<file path="src/rtl/grf_wb_queue_if.sv">
// grf_wb_queue_if
// Bundles every non-clock/reset signal of the GRF writeback queue.
//   Producer side : in_valid, in_ready, in_wa, in_wd, in_pc
//   GRF write port: wb_hold, WE, WA, WD, PC
//   Forwarding    : qa1/qa2 query addresses, hit1/hit2 and fd1/fd2 results
// Modport slave is the queue itself; modport master is whoever drives the
// pipeline/GRF side (the writeback stage plus GRF, or a testbench).
interface grf_wb_queue_if;
   logic        in_valid;
   logic        in_ready;
   logic [4:0]  in_wa;
   logic [31:0] in_wd;
   logic [31:0] in_pc;
   logic        wb_hold;
   logic        WE;
   logic [4:0]  WA;
   logic [31:0] WD;
   logic [31:0] PC;
   logic [4:0]  qa1;
   logic [4:0]  qa2;
   logic        hit1;
   logic        hit2;
   logic [31:0] fd1;
   logic [31:0] fd2;

   modport slave (
      input  in_valid, in_wa, in_wd, in_pc, wb_hold, qa1, qa2,
      output in_ready, WE, WA, WD, PC, hit1, hit2, fd1, fd2
   );

   modport master (
      output in_valid, in_wa, in_wd, in_pc, wb_hold, qa1, qa2,
      input  in_ready, WE, WA, WD, PC, hit1, hit2, fd1, fd2
   );
endinterface

</file>
<file path="src/rtl/grf_wb_queue.sv">
// grf_wb_queue
// Buffered writeback queue in front of the general register file write port.
// Requests {wa, wd, pc} are accepted from the pipeline into a circular buffer
// and issued to the GRF one per cycle in strict FIFO order whenever the write
// port is not held. Two combinational lookup ports let readers see the newest
// value still pending for a register.
// Ports:
//   clk   - clock, all state changes on the rising edge
//   Reset - synchronous active-high reset, discards all pending entries
//   bus   - grf_wb_queue_if.slave (producer handshake, GRF write port,
//           forwarding queries and results)
module grf_wb_queue #(
   parameter int DEPTH = 4
) (
   input  logic            clk,
   input  logic            Reset,
   grf_wb_queue_if.slave   bus
);

   localparam int PW = (DEPTH > 1) ? $clog2(DEPTH) : 1;
   localparam int CW = PW + 1;

   logic [4:0]    r_entryWa [DEPTH];
   logic [31:0]   r_entryWd [DEPTH];
   logic [31:0]   r_entryPc [DEPTH];
   logic [PW-1:0] r_wrPtr;
   logic [PW-1:0] r_rdPtr;
   logic [CW-1:0] r_count;

   logic          w_ready;
   logic          w_notEmpty;
   logic          w_doEnq;
   logic          w_doDeq;
   logic          w_hit1;
   logic          w_hit2;
   logic [31:0]   w_fd1;
   logic [31:0]   w_fd2;

   // Readiness deliberately ignores a same-cycle dequeue so that in_ready
   // never depends on wb_hold; a full queue always refuses for one cycle.
   assign w_ready    = !Reset && (r_count < CW'(DEPTH));
   assign w_notEmpty = (r_count != '0);
   assign w_doEnq    = bus.in_valid && w_ready;
   assign w_doDeq    = w_notEmpty && !bus.wb_hold;

   // The head entry is presented directly; an empty queue shows zeros so the
   // GRF trace never sees stale buffer contents.
   assign bus.in_ready = w_ready;
   assign bus.WE       = w_notEmpty;
   assign bus.WA       = w_notEmpty ? r_entryWa[r_rdPtr] : 5'd0;
   assign bus.WD       = w_notEmpty ? r_entryWd[r_rdPtr] : 32'd0;
   assign bus.PC       = w_notEmpty ? r_entryPc[r_rdPtr] : 32'd0;
   assign bus.hit1     = w_hit1;
   assign bus.hit2     = w_hit2;
   assign bus.fd1      = w_fd1;
   assign bus.fd2      = w_fd2;

   // Entry storage has no reset: validity is defined solely by the pointers
   // and count, so stale contents are never observable.
   always_ff @(posedge clk) begin
      if (w_doEnq) begin
         r_entryWa[r_wrPtr] <= bus.in_wa;
         r_entryWd[r_wrPtr] <= bus.in_wd;
         r_entryPc[r_wrPtr] <= bus.in_pc;
      end
   end

   // Pointer and occupancy bookkeeping. Reset wins over any same-edge
   // enqueue or dequeue so pending writes are dropped without being issued.
   always_ff @(posedge clk) begin
      if (Reset) begin
         r_wrPtr <= '0;
         r_rdPtr <= '0;
         r_count <= '0;
      end else begin
         if (w_doEnq) begin
            r_wrPtr <= r_wrPtr + PW'(1);
         end
         if (w_doDeq) begin
            r_rdPtr <= r_rdPtr + PW'(1);
         end
         case ({w_doEnq, w_doDeq})
            2'b10:   r_count <= r_count + CW'(1);
            2'b01:   r_count <= r_count - CW'(1);
            default: r_count <= r_count;
         endcase
      end
   end

   // Forwarding lookup walks the valid entries from oldest (rp) to newest,
   // letting each later match overwrite the earlier one so the result is the
   // entry closest to wp. Register 0 never hits since the GRF discards it.
   always_comb begin
      w_hit1 = 1'b0;
      w_hit2 = 1'b0;
      w_fd1  = 32'd0;
      w_fd2  = 32'd0;
      for (int k = 0; k < DEPTH; k++) begin
         logic [PW-1:0] idx;
         idx = r_rdPtr + PW'(k);
         if (CW'(k) < r_count) begin
            if ((bus.qa1 != 5'd0) && (r_entryWa[idx] == bus.qa1)) begin
               w_hit1 = 1'b1;
               w_fd1  = r_entryWd[idx];
            end
            if ((bus.qa2 != 5'd0) && (r_entryWa[idx] == bus.qa2)) begin
               w_hit2 = 1'b1;
               w_fd2  = r_entryWd[idx];
            end
         end
      end
   end

endmodule
</file>
<file path="src/flat_wrapper.sv">
// flat-port wrapper written by rule: the top's interface ports become plain ports
module grf_wb_queue_flat 
#(
   parameter int DEPTH = 4
)
  (clk, Reset, bus_in_valid, bus_in_wa, bus_in_wd, bus_in_pc, bus_wb_hold, bus_qa1, bus_qa2, bus_in_ready, bus_WE, bus_WA, bus_WD, bus_PC, bus_hit1, bus_hit2, bus_fd1, bus_fd2);
  grf_wb_queue_if bus_i ();
  input  logic clk;
  input  logic Reset;
  input wire logic [$bits(bus_i.in_valid)-1:0] bus_in_valid;
  input wire logic [$bits(bus_i.in_wa)-1:0] bus_in_wa;
  input wire logic [$bits(bus_i.in_wd)-1:0] bus_in_wd;
  input wire logic [$bits(bus_i.in_pc)-1:0] bus_in_pc;
  input wire logic [$bits(bus_i.wb_hold)-1:0] bus_wb_hold;
  input wire logic [$bits(bus_i.qa1)-1:0] bus_qa1;
  input wire logic [$bits(bus_i.qa2)-1:0] bus_qa2;
  output wire logic [$bits(bus_i.in_ready)-1:0] bus_in_ready;
  output wire logic [$bits(bus_i.WE)-1:0] bus_WE;
  output wire logic [$bits(bus_i.WA)-1:0] bus_WA;
  output wire logic [$bits(bus_i.WD)-1:0] bus_WD;
  output wire logic [$bits(bus_i.PC)-1:0] bus_PC;
  output wire logic [$bits(bus_i.hit1)-1:0] bus_hit1;
  output wire logic [$bits(bus_i.hit2)-1:0] bus_hit2;
  output wire logic [$bits(bus_i.fd1)-1:0] bus_fd1;
  output wire logic [$bits(bus_i.fd2)-1:0] bus_fd2;
  assign bus_i.in_valid = bus_in_valid;
  assign bus_i.in_wa = bus_in_wa;
  assign bus_i.in_wd = bus_in_wd;
  assign bus_i.in_pc = bus_in_pc;
  assign bus_i.wb_hold = bus_wb_hold;
  assign bus_i.qa1 = bus_qa1;
  assign bus_i.qa2 = bus_qa2;
  assign bus_in_ready = bus_i.in_ready;
  assign bus_WE = bus_i.WE;
  assign bus_WA = bus_i.WA;
  assign bus_WD = bus_i.WD;
  assign bus_PC = bus_i.PC;
  assign bus_hit1 = bus_i.hit1;
  assign bus_hit2 = bus_i.hit2;
  assign bus_fd1 = bus_i.fd1;
  assign bus_fd2 = bus_i.fd2;
  grf_wb_queue #(.DEPTH(DEPTH)) u_core (.clk(clk), .Reset(Reset), .bus(bus_i));
endmodule
</file>
<file path="config.mk">
export PLATFORM = sky130hd
export DESIGN_NAME = grf_wb_queue_flat
export DESIGN_NICKNAME = d
export VERILOG_FILES = /design/src/rtl/grf_wb_queue_if.sv /design/src/rtl/grf_wb_queue.sv /design/src/flat_wrapper.sv
export SDC_FILE = /design/constraint.sdc
export NUM_CORES = 1
export LEC_CHECK = 0
export ABC_CLOCK_PERIOD_IN_PS = 2700
export BUFFER_PORTS_ARGS = -buffer_cell sky130_fd_sc_hd__buf_2
export CELL_PAD_IN_SITES_DETAIL_PLACEMENT = 1
export CELL_PAD_IN_SITES_GLOBAL_PLACEMENT = 1
export CORE_ASPECT_RATIO = 2
export CORE_UTILIZATION = 25
export DETAILED_ROUTE_END_ITERATION = 10
export PLACE_DENSITY_LB_ADDON = 0.1
export SLEW_MARGIN = 20
export SYNTH_ARGS = -nofsm -noshare
export SYNTH_HDL_FRONTEND = slang
export SYNTH_SLANG_ARGS = --single-unit
</file>
<file path="constraint.sdc">
create_clock -name clk -period 2.7 [get_ports clk]
set_clock_uncertainty 0.2 [all_clocks]
set_input_delay 0.135 -clock clk [delete_from_list [all_inputs] [get_ports clk]]
set_output_delay 0.135 -clock clk [all_outputs]
set_load 0.05 [all_outputs]
</file>
==> results.toml, run 1 <==
[status]
status = "complete, but fails checks"
violations = "setup timing"

[grt]
grt_pass1_wl_mm = 92.40
use_met3_pct = 3.298
antenna_found_initial = 4
grt_pass1_vias = 13653
grt_max_degree = 49
met1_usage_pct = 18.93
grt_overflow = 0
use_met2_pct = 39.57
grt.total_usage_pct = 19.28
grt_busiest_layer = "met2"

[worst_hold_path]
min-delay-start = "bus_in_pc[1]"
hold_depth = 2
hold_end = "u_core.r_entryPc[3][1]"
hold_class = "input pin to flip-flop"

[timing]
fin_crit_ps = 3773
tightest_slew_ps = 814.7
clock.fmax_ghz = 0.2651
hold_viol = 0
post-route-worst-setup-slack_ps = -1073
rsz0062_at_grt = "true"
relSlewSlack_pct = 45.68
worst_hold_slack_ps = 73.88
slew_violations = 0
setup_viol = 123
period_share_pct = 139.7

[cts]
root_buffer = "clkbuf_16"
insertion_delay_ps = 590
cts_buffers = 28
cts_tree = "yes"
clkSlewWorstSetupHoldPaths_ps = 70
clockBufferDepth = 3
h-tree-depth = 1
cts_sinks = 285

[floorplanning]
coreArea_mm2 = 0.06491
fp-row-count = 132
start_util_pct = 25.30
die_w_um = 183.2
ios = 220
fp.dieH_um = 364.4
die_area_mm2 = 0.06677

[setup_path]
crit_path_end_kind = "output pin"
cpMaxStageDelayCell = "mux4_2"
reg2reg_from = "u_core.r_count[0]"
start_kind = "flip-flop"
worst_r2r_path_depth = 9
cpPeakStageDelay_ps = 560
path_max_fanout = 5
regToRegSetupSlack_ps = 280
cpMostUsedCell = "buf_12"
arrival_ps = 3440
worstSetupPathType = "flip-flop to output pin"
crit_required_ps = 2370
worstSetupStartpoint = "u_core.r_rdPtr[0]"
cp_cell_sequence = "buf_12 -> mux4_2 -> xnor2_2 -> nand4_1 -> buf_4 -> nor4b_4 -> buf_6 -> buf_12 -> buf_12 -> a221oi_2 -> buf_4 -> o31ai_4 -> buf_6"

[synthesis]
syn_nets = 1190
synth_cell_type_count = 48
postSynth.asyncResetShare_pct = 0
yosysWarnings = 0
synth-seq-cells = 285
syn_avg_cell_area_um2 = 14.95
synth_cells = 1098
synth-main-ff-cell = "edfxtp_1"
syn_area_mm2 = 0.01642
synth_edf_count = 276
ys_seq_area_share_pct = 51.57

[route]
avgViaCountPerCell = 4.938
vias = 12262
ant_nets = 0
routed_wirelength_mm = 65.64
drtPass1Iterations = 4
drc = 0
drt_iter0_markers = 410
routedWlPerCell_um = 26.44

[place]
dpl_worst_slack_ps = -712.9
place_hpwl_mm = 42.22
numPortBuffers = 219
gp_congestion = 0.7923

[cells_and_area]
final_net_count = 1683
drive_gt1_share_pct = 58.82
area_growth_pct = 60.27
nFillCells = 6503

[job]
maxCapViolations = 0

[pwr]
power_mw = 23.26
leakagePower_nw = 8.829
p_per_area_mw_per_mm2 = 883.9
ir_worst_vdd_mv = 0.6351
registers in the layout (all words and copies together), names as in the netlist, named ones only:
signal,cells
u_core.r_entryWa,20
u_core.r_entryWd,128
u_core.r_entryPc,128
u_core.r_count,3
u_core.r_rdPtr,2
u_core.r_wrPtr,2
placed cells by master (no fill, tap or decap), types with 43 or more instances in the layout:
cell / instances
nand2_1: 124
buf_4: 137
and2_4: 55
buf_2: 95
edfxtp_1: 276
buf_6: 140
dlygate4sd3_1: 73
mux4_2: 172
nor2_1: 43
buf_12: 72
synth_stat cells (3+ instances only):
cell      number  area, um^2
nand4_1        4       25.02
nor2b_1        3       18.77
xnor2_1       29       254.0
mux4_1         3       78.83
a221oi_1      32       280.3
nor3_1        36       180.2
dfxtp_1        9       180.2
o221ai_1       3       26.28
buf_1         15       56.30
and3_1         5       31.28
mux2i_1       39       390.4
and2_1        71       444.2
nand2b_1       4       25.02
clkbuf_1      54       202.7
buf_2         27       135.1
buf_4          3       22.52
nor2_1        49       183.9
nor4b_1        3       26.28
mux4_2       169        3806
nor4_1         3       18.77
or3_1          3       18.77
xor2_1        14       122.6
a21oi_1        6       30.03
buf_6          4       45.04
edfxtp_1     276        8288
nand2_1      125       469.2
o31ai_1       33       247.7
o21ai_0        5       25.02
o221ai_2      26       390.4
mux2_2         5       56.30
inv_1          9       33.78
o21ai_1        3       15.01
ha_1           9       112.6
worst max path at each step:
| stage | depth (start not counted) | slack (ps) | endpoint |
|---|---|---|---|
| floorplan | 10 | -200 | bus_fd1[3] |
| global route | 13 | -1200 | bus_fd1[1] |
| global placement | 8 | -680 | bus_fd1[5] |
| CTS | 12 | -1170 | bus_fd1[3] |
| finish | 13 | -1070 | bus_fd1[31] |
| detailed placement | 8 | -710 | bus_fd1[5] |
report_power, final:
group | total (mW) | switching, mW | internal (mW)
Sequential | 5.25 | 0.150 | 5.10
Combinational | 13.9 | 7.54 | 6.33
Clock | 4.15 | 1.76 | 2.38
logic make-up after synthesis:
logic type      count (synthesis)  synth area share [%]
fa+ha+maj                       9                0.6858
mux                           216                 26.38
flops                         285                 51.57
simple gates                  316                 9.365
buf+inv                       114                 3.170
xor+xnor                       43                 2.294
compound gates                115                 6.530
per-layer routing:
metal  share of wire (%)  vias up
li1                    -     5437
met2                  58      316
met1                  34     6413
met4                 3.4        4
met5               0.041        -
met3                 4.4       92
through the flow:
stage | TNS (ps) | cells | area (um^2) | util (%)
final | -85210 | 2483 | 26320 | 40.54
after global routing | -97980 | 2482 | 26310 | 40.54
after CTS | -80100 | 2456 | 25410 | 39.15
after detailed placement | -43130 | 2274 | 21360 | 32.91
after global placement | -40420 | 2274 | 21360 | 32.91
after floorplan | -10420 | 1098 | 17640 | -
layout make-up:
| class | count | area [um^2] | area share (%) |
|---|---|---|---|
| Sequential cell | 285 | 8483 | 32.24 |
| Timing Repair Buffer | 568 | 6286 | 23.89 |
| Tap cell | 871 | 1090 | 4.141 |
| Clock inverter | 15 | 222.7 | 0.8463 |
| Antenna cell | 2 | 5.005 | 0.01902 |
| Multi-Input combinational cell | 699 | 9469 | 35.98 |
| Clock buffer | 34 | 723.2 | 2.748 |
| Inverter | 9 | 36.28 | 0.1379 |
worst max-delay path, delay by kind of cell, from the launching register on:
family	cells	cell delay, ps
buffers and inverters	7	1060
multiplexers	1	560
AND/OR/NAND/NOR	2	400
flip-flops	1	370
AO/OA/AOI/OAI	2	250
XOR/XNOR	1	180
timing repair:
item	CTS	global route
gates resized for setup	388	149
endpoints found under the setup margin	137	132
setup buffers	50	36
endpoints found under the hold margin	324	0
hold buffers	73	0
cloned	14	5
pin swaps	11	17
(Power assumes the default switching activity.)
==> inputs of run 2 (changes only) <==
--- a/config.mk
+++ b/config.mk
@@ -9,10 +9,10 @@
 export BUFFER_PORTS_ARGS = -buffer_cell sky130_fd_sc_hd__buf_2
 export CELL_PAD_IN_SITES_DETAIL_PLACEMENT = 1
 export CELL_PAD_IN_SITES_GLOBAL_PLACEMENT = 1
-export CORE_ASPECT_RATIO = 2
 export CORE_UTILIZATION = 25
 export DETAILED_ROUTE_END_ITERATION = 10
 export PLACE_DENSITY_LB_ADDON = 0.1
+export REMOVE_ABC_BUFFERS = 1
 export SLEW_MARGIN = 20
 export SYNTH_ARGS = -nofsm -noshare
 export SYNTH_HDL_FRONTEND = slang
==> results.toml, run 2 (synthesized netlist as in run 1, its figures left out) <==
[route]
wl_met1_mm = 25.34
routedWlPerCell_um = 25.53
highest_layer = "met5"
ant_nets = 0
drt_iter0_markers = 500
met3_length_mm = 2.715
routed_wirelength_mm = 63.00
drtPass1Iterations = 4
avgViaCountPerCell = 4.946
vias = 12206
drc = 0
wl_met2_mm = 33.29

[grt]
grt_pass1_wl_mm = 91.91
antenna_found_initial = 3
grt.total_usage_pct = 18.80
grt_max_degree = 65
grt_overflow = 0
grt_pass1_vias = 13477

[pwr]
ir_worst_vdd_mv = 0.4586
leakagePower_nw = 8.738
p_per_area_mw_per_mm2 = 884.1

[timing]
post-route-worst-setup-slack_ps = -1175
period_share_pct = 143.5
slew_violations = 0
tns_ps = -70070
tightest_slew_ps = 717.4
relSlewSlack_pct = 52.17
hold_viol = 0
setup_viol = 94
rsz0062_at_grt = "true"
fin_crit_ps = 3875
clock.fmax_ghz = 0.2580

[setup_path]
start_kind = "flip-flop"
path_max_fanout = 7
crit_required_ps = 2370
crit_path_end_kind = "output pin"
worstSetupPathType = "flip-flop to output pin"
arrival_ps = 3540

[floorplanning]
ios = 220
die_area_mm2 = 0.06671
coreArea_mm2 = 0.06470
start_util_pct = 25.38
fp.dieH_um = 258.3
die_w_um = 258.3
fp-row-count = 93

[cts]
clockBufferDepth = 3
cts_sinks = 285
h-tree-depth = 2
cts_buffers = 36
clkSlewWorstSetupHoldPaths_ps = 60
cts_tree = "yes"
root_buffer = "clkbuf_16"
insertion_delay_ps = 550

[place]
place_hpwl_mm = 40.25
numPortBuffers = 219
dpl_worst_slack_ps = -806.0
dp_cells = 2247
gp_congestion = 0.7739
dpl_cell_area_mm2 = 0.02027

[cells_and_area]
final_net_count = 1680
antenna_cells = 0
area_growth_pct = 56.70
nFillCells = 6568
final_cells = 2468
seq_area_mm2 = 0.008483
fin_util_pct = 39.77
reg_top3 = "u_core.r_entryPc x128, u_core.r_entryWd x128, u_core.r_entryWa x20"
stdcell_area_mm2 = 0.02573
drive_gt1_share_pct = 58.46
final_common_cell = "edfxtp_1"
multi_input_comb_area_mm2 = 0.008927
layout_common_cells = "edfxtp_1 (276), mux4_2 (171), buf_4 (124)"

[job]
maxCapViolations = 0

[status]
violations = "setup timing"
status = "complete, but fails checks"

[worst_hold_path]
hold_class = "input pin to flip-flop"
## run 2: through the flow
stage / power, mW / hold slack [ps]
floorplan: 11.68 / 4.066
global placement: 15.40 / 147.3
detailed placement: 15.41 / 150.9
CTS: 22.47 / 95.19
global route: 23.79 / 115.3
finish: 22.75 / 134.1
## run 2: layer usage
layer  up-vias  global-route usage [%]
met2       265                   34.33
met1      6407                   22.27
met5         -                       0
li1       5443                       -
met4         4                   5.325
met3        87                   3.678
## run 2: worst paths after layout
check,start,depth (start not counted),endpoint,slack [ps]
setup / recovery,u_core.r_rdPtr[0],12,bus_fd1[7],-1180
hold / removal,bus_in_wd[15],2,u_core.r_entryWd[2][15],130
setup reg to reg,u_core.r_rdPtr[0],8,flip-flop,360
hold reg to reg,u_core.r_wrPtr[1],2,u_core.r_wrPtr[1],350
## run 2: layout make-up
class / count / area share [%]
sequential: 285 / 32.97
clock buffer: 47 / 3.662
inverter: 9 / 0.1507
timing repair buffer: 557 / 23.61
clock inverter: 16 / 0.7489
tap: 855 / 4.158
multi-input combinational: 699 / 34.70
## run 2: worst max-delay path: stages, from the launching register on
cell and delay (ps):
dfxtp_4 410, mux4_1 620, xnor2_1 230, nand4_1 170
buf_4 180, nor4b_4 330, buf_4 200, buf_12 110
buf_6 90, a221oi_4 30, o31ai_4 300, buf_4 170
buf_8 130
## run 2: repair_timing
| item | CTS | global route |
|---|---|---|
| gates resized for setup | 440 | 196 |
| gates cloned | 19 | 4 |
| hold endpoints to repair | 311 | 0 |
| endpoints found under the setup margin | 136 | 133 |
| setup buffers | 62 | 34 |
| pin swaps | 31 | 42 |
| hold buffers | 73 | 0 |
## run 2: power breakdown
part,internal [mW],switching [mW]
sequential,5.11,0.178
clock,2.84,1.88
combinational,5.73,7.01
total,13.7,9.07
